===== src/rtl/axis_s2mm_capture_gate.sv =====
// Capture gate between a free-running sample stream and a DataMover S2MM port.
// Buffers a fixed number of beats and tags tlast at every command boundary.
module axis_s2mm_capture_gate #(
  parameter int DATA_WIDTH  = 256,
  parameter int BURST_BEATS = 128,
  parameter int FIFO_DEPTH  = 16
) (
  input  logic                    clk,
  input  logic                    resetn,
  input  logic [DATA_WIDTH-1:0]   s_axis_tdata,
  input  logic                    s_axis_tvalid,
  output logic [DATA_WIDTH-1:0]   m_axis_tdata,
  output logic [DATA_WIDTH/8-1:0] m_axis_tkeep,
  output logic                    m_axis_tlast,
  output logic                    m_axis_tvalid,
  input  logic                    m_axis_tready,
  input  logic                    write_start,
  input  logic                    write_reset,
  input  logic [31:0]             cap_size,
  output logic                    busy,
  output logic                    data_done,
  output logic                    overflow,
  output logic [15:0]             drop_cnt
);

  localparam int BYTE_SHIFT = $clog2(DATA_WIDTH / 8);
  localparam int PW         = $clog2(FIFO_DEPTH);
  localparam int BW         = $clog2(BURST_BEATS) + 1;
  localparam logic [BW-1:0] BURST_LAST = BW'(BURST_BEATS - 1);
  localparam logic [PW:0]   CNT_FULL   = (PW + 1)'(FIFO_DEPTH);

  typedef enum logic [1:0] {IDLE, CAPTURE, DRAIN, DONE} state_t;

  state_t                  state;
  logic [31:0]             total_beats;
  logic [31:0]             enq_cnt;
  logic [31:0]             deq_cnt;
  logic [BW-1:0]           burst_idx;
  logic [PW-1:0]           wr_ptr;
  logic [PW-1:0]           rd_ptr;
  logic [PW:0]             count;
  logic [DATA_WIDTH-1:0]   mem_data [FIFO_DEPTH];
  logic                    mem_last [FIFO_DEPTH];

  logic [31:0] req_beats;
  logic        full;
  logic        pop;
  logic        push;
  logic        drop;
  logic        final_beat;
  logic        tag_last;

  assign req_beats  = cap_size >> BYTE_SHIFT;
  assign full       = (count == CNT_FULL);
  assign pop        = m_axis_tvalid && m_axis_tready;
  // A full FIFO still accepts a beat when the head leaves in the same cycle.
  assign push       = (state == CAPTURE) && s_axis_tvalid && (!full || pop);
  assign drop       = (state == CAPTURE) && s_axis_tvalid && full && !pop;
  assign final_beat = (enq_cnt == total_beats - 32'd1);
  assign tag_last   = (burst_idx == BURST_LAST) || final_beat;

  assign m_axis_tvalid = (count != '0);
  assign m_axis_tdata  = m_axis_tvalid ? mem_data[rd_ptr] : '0;
  assign m_axis_tlast  = m_axis_tvalid && mem_last[rd_ptr];
  assign m_axis_tkeep  = '1;

  always_ff @(posedge clk) begin
    if (push) begin
      mem_data[wr_ptr] <= s_axis_tdata;
      mem_last[wr_ptr] <= tag_last;
    end
  end

  always_ff @(posedge clk or negedge resetn) begin
    if (!resetn) begin
      state       <= IDLE;
      total_beats <= '0;
      enq_cnt     <= '0;
      deq_cnt     <= '0;
      burst_idx   <= '0;
      wr_ptr      <= '0;
      rd_ptr      <= '0;
      count       <= '0;
      busy        <= 1'b0;
      data_done   <= 1'b0;
      overflow    <= 1'b0;
      drop_cnt    <= '0;
    end else if (write_reset) begin
      state       <= IDLE;
      total_beats <= '0;
      enq_cnt     <= '0;
      deq_cnt     <= '0;
      burst_idx   <= '0;
      wr_ptr      <= '0;
      rd_ptr      <= '0;
      count       <= '0;
      busy        <= 1'b0;
      data_done   <= 1'b0;
      overflow    <= 1'b0;
      drop_cnt    <= '0;
    end else begin
      if (push) wr_ptr <= wr_ptr + PW'(1);
      if (pop) begin
        rd_ptr  <= rd_ptr + PW'(1);
        deq_cnt <= deq_cnt + 32'd1;
      end
      case ({push, pop})
        2'b10:   count <= count + (PW + 1)'(1);
        2'b01:   count <= count - (PW + 1)'(1);
        default: count <= count;
      endcase
      if (drop) begin
        overflow <= 1'b1;
        if (drop_cnt != 16'hFFFF) drop_cnt <= drop_cnt + 16'd1;
      end

      case (state)
        IDLE: begin
          if (write_start && req_beats != 32'd0) begin
            state       <= CAPTURE;
            total_beats <= req_beats;
            enq_cnt     <= '0;
            deq_cnt     <= '0;
            burst_idx   <= '0;
            busy        <= 1'b1;
          end
        end
        CAPTURE: begin
          if (push) begin
            enq_cnt   <= enq_cnt + 32'd1;
            burst_idx <= tag_last ? '0 : burst_idx + BW'(1);
            if (final_beat) state <= DRAIN;
          end
        end
        DRAIN: begin
          // The final beat was the last one enqueued, so its pop ends the capture.
          if (pop && deq_cnt == total_beats - 32'd1) begin
            state     <= DONE;
            data_done <= 1'b1;
            busy      <= 1'b0;
          end
        end
        DONE: state <= DONE;
        default: state <= IDLE;
      endcase
    end
  end

endmodule


===== config.mk =====
export PLATFORM = sky130hd
export DESIGN_NAME = axis_s2mm_capture_gate
export DESIGN_NICKNAME = d
export VERILOG_FILES = /design/src/rtl/axis_s2mm_capture_gate.sv
export SDC_FILE = /design/constraint.sdc
export NUM_CORES = 2
export LEC_CHECK = 0
export ABC_CLOCK_PERIOD_IN_PS = 8300
export BUFFER_PORTS_ARGS = -buffer_cell sky130_fd_sc_hd__buf_2
export CORE_ASPECT_RATIO = 1.2
export CORE_MARGIN = 2
export CORE_UTILIZATION = 55
export DETAILED_ROUTE_END_ITERATION = 7
export PLACE_DENSITY = 0.75
export SETUP_SLACK_MARGIN = 0.3
export SLEW_MARGIN = 25
export SYNTH_ARGS = -nofsm -noshare
export SYNTH_HDL_FRONTEND = slang
export SYNTH_MEMORY_MAX_BITS = 65536
export SYNTH_SLANG_ARGS = --single-unit

===== constraint.sdc =====
create_clock -name clk -period 8.3 [get_ports clk]
set_clock_uncertainty 0.1 [all_clocks]
set_input_delay 1.66 -clock clk [delete_from_list [all_inputs] [get_ports clk]]
set_output_delay 1.66 -clock clk [all_outputs]
set_load 0.05 [all_outputs]

==> run summary <==
Delay-heaviest family, CP -> multiplexers
Worst setup SP type -> register
Root Driver -> clkbuf_16
Share of post-route cells with drive strength above 1 -> 0.318
RePlAce Congestion -> 0.854
Fin crit share -> 0.745
Top_reg_cell synth -> edfxtp_1
Port Buffer Count -> 565
Post-Layout Cell Count -> 12000
Initial core utilization -> 0.553
Chip Height -> 602 um
HP Class -> reg2reg
Clock Latency Late Sink -> 0.95 ns
DR vias/cell -> 6.38
Yosys top cell by area -> edfxtp_1
Maximum clock insertion buffer count -> 4
Area growth syn-to-layout -> 12.7%
Net Sw Frac -> 0.300
GR Util All Layers -> 0.253
Hold Buf Count CTS -> 0
Power, Total -> 55100 uW
Largest net degree at the start of global routing -> 139
Core ar. -> 296000 um2
Largest cells by area after synthesis -> edfxtp_1, mux4_2, dfrtp_1, and2_1, clkbuf_1
Routed WL -> 380000 um
Required time worst endpoint -> 6.54 ns
Slew headroom -> 0.250
DIE AREA -> 302000 um2
Post-DP HPWL -> 188000 um
Post-layout min period -> 6.18 ns
Most frequent cells in the layout -> edfxtp_1, mux4_2, buf_2, clkbuf_16, and2_1
Initial antenna violation count -> 121
Seq cells post-synth -> 4245
Top Ports -> 603
CP max FO -> 110
Post-CTS Setup Bufs -> 0
Ys async rst share -> 0.0313
Die Width -> 502 um
Final ANT Viol Nets -> 0
Post-route setup TNS -> 0 ns
# resized after CTS -> 0
Internal power -> 38500 uW
First-pass detailed-route iteration total -> 6
Pin slew with the least headroom to its limit -> 1.13 ns
Final setup fails -> 0
Most common cell after layout, fill and taps aside -> edfxtp_1
Reg power frac -> 0.432
Post-synth EDFFs -> 4112
CTS Buf Count -> 397
Mapped Cells -> 6952
Fmax -> 162 MHz
Vias in the first global route -> 79200
Simple-gate share of the synthesized area -> 0.0235
Post-synthesis mux area share -> 0.179
Largest family of logic cells by synthesized area -> multiplexers
Max-Cap Viols -> 0
RSZ-0062 raised after global routing -> no
Yosys warning count -> 0
Buffer and inverter count on the worst path -> 2
Sequential share of the synthesized area -> 0.774
Gr ovfl total -> 0
First-pass GRT wire length -> 552000 um
H-tree lvl count -> 5
Row cnt -> 219
DRC Markers -> 0
Final Hold Viols -> 0
Initial drt markers -> 8971
Adder-Cell Fraction of Synth Area -> 0.00111
Clock transition at the registers of the reported paths -> 0.06 ns
WL per Instance -> 31.6 um
Share of the synthesized area in the top cell type -> 0.754
Logic pwr share -> 0.250
Dpl cells -> 11300
Largest stage delay, worst path -> 1.04 ns
Worst path cell trace -> buf_12 -> mux4_2 -> mux4_2 -> and2_1 -> buf_2
Pwr/cell area -> 298 nW/um2
CP most frequent cell -> mux4_2
Lkg Pwr -> 0.0574 uW
Slew Viols, Final -> 0
# clock sinks -> 4245
Post-Synth XOR/XNOR Area -> 0.00702
Critical path class -> reg2out
Routed vias -> 76900
Crit path max-delay cell type -> dfrtp_4
Final core utilization -> 0.623
Data arrival, critical path -> 4.42 ns
CTS tree -> yes
Peak supply drop -> 0.000398 V
Run status -> completed
Nets@finish -> 7988
Type of element capturing the critical path -> output pin
Clock share of power -> 0.318
Post-Syn Area -> 164000 um2
Post-synth cell types -> 68
Complex-gate fraction of the synthesized area -> 0.00509
Post-Syn Area per Cell -> 23.6 um2
Sw Pwr -> 16500 uW
==> layer usage <==
| layer | track usage | routed length [um] |
|---|---|---|
| met1 | 0.351 | 143000 |
| met2 | 0.407 | 189000 |
| met3 | 0.0516 | 35600 |
| met4 | 0.0835 | 12800 |
| met5 | 0 | 401 |
==> path summary, 6_finish.rpt <==
kind | startpoint | endpoint | depth (start not counted) | slack (ns)
worst max-delay path | rd_ptr[0] | m_axis_tdata[68] | 5 | 2.12
max in group asynchronous | resetn | rd_ptr[2] | 2 | 5.79
worst max register to register | total_beats[0] | mem_last[4] | 8 | 3.10
worst min-delay path | burst_idx[2] | burst_idx[2] | 1 | 0.40
worst min register to register | burst_idx[2] | burst_idx[2] | 1 | 0.40
min in group asynchronous | resetn | drop_cnt[3] | 1 | 0.71
==> metrics by stage <==
step / hold WS (ns) / instance area [um2] / worst slack, ns
after floorplan: 0.356 / 164000 / -0.573
after global placement: 0.373 / 172000 / 3.00
after detailed placement: 0.386 / 172000 / 3.03
after CTS: 0.393 / 184000 / 2.02
after global routing: 0.414 / 185000 / 1.91
final: 0.401 / 185000 / 2.12
==> sequential cells by signal, indices dropped and copies added (netlist names) <==
name	flops
wr_ptr	4
total_beats	27
busy	1
deq_cnt	32
mem_data	4096
mem_last	16
rd_ptr	4
enq_cnt	32
state	2
burst_idx	8
count	5
overflow	1
data_done	1
drop_cnt	16
==> kinds of logic after synthesis <==
logic type / count (synthesis)
AO/OA/AOI/OAI: 134
XOR/XNOR: 125
adder cells (fa/ha/maj): 14
buffers and inverters: 420
flip-flops: 4245
multiplexers: 1319
other: 1
AND/OR/NAND/NOR: 694
==> synth_stat cells, types with 6 or more instances <==
| cell type | count |
|---|---|
| a21oi_1 | 35 |
| a31oi_1 | 14 |
| and2_1 | 273 |
| and3_1 | 23 |
| and4_1 | 8 |
| buf_1 | 95 |
| buf_2 | 8 |
| buf_4 | 32 |
| clkbuf_1 | 257 |
| dfrtp_1 | 133 |
| edfxtp_1 | 4112 |
| ha_1 | 13 |
| inv_1 | 25 |
| mux2i_1 | 33 |
| mux4_2 | 1285 |
| nand2_1 | 67 |
| nand2b_1 | 8 |
| nand3_1 | 43 |
| nand4_1 | 23 |
| nor2_1 | 136 |
| nor3_1 | 33 |
| nor3b_1 | 6 |
| nor4_1 | 19 |
| o2111ai_1 | 6 |
| o21ai_0 | 45 |
| or3_1 | 22 |
| or4_1 | 8 |
| xnor2_1 | 70 |
| xor2_1 | 51 |
==> power groups by stage <==
| stage | logic [uW] | clock network [uW] | registers (uW) |
|---|---|---|---|
| floorplan | 10200 | 0 | 24200 |
| global placement | 13700 | 0 | 24200 |
| detailed placement | 13900 | 0 | 24200 |
| CTS | 14000 | 17800 | 23800 |
| global route | 14500 | 18500 | 23800 |
| finish | 13800 | 17500 | 23800 |
==> layout make-up <==
class / count / area [um2]
Sequential cell: 4245 / 127000
Fill cell: 19500 / 112000
Multi-Input combinational cell: 2318 / 35500
Clock buffer: 489 / 10400
Tap cell: 3978 / 4980
Timing Repair Buffer: 693 / 4640
Clock inverter: 230 / 2010
Antenna cell: 62 / 155
Inverter: 25 / 93.8
Note: power is estimated with default switching activity, not from simulation.
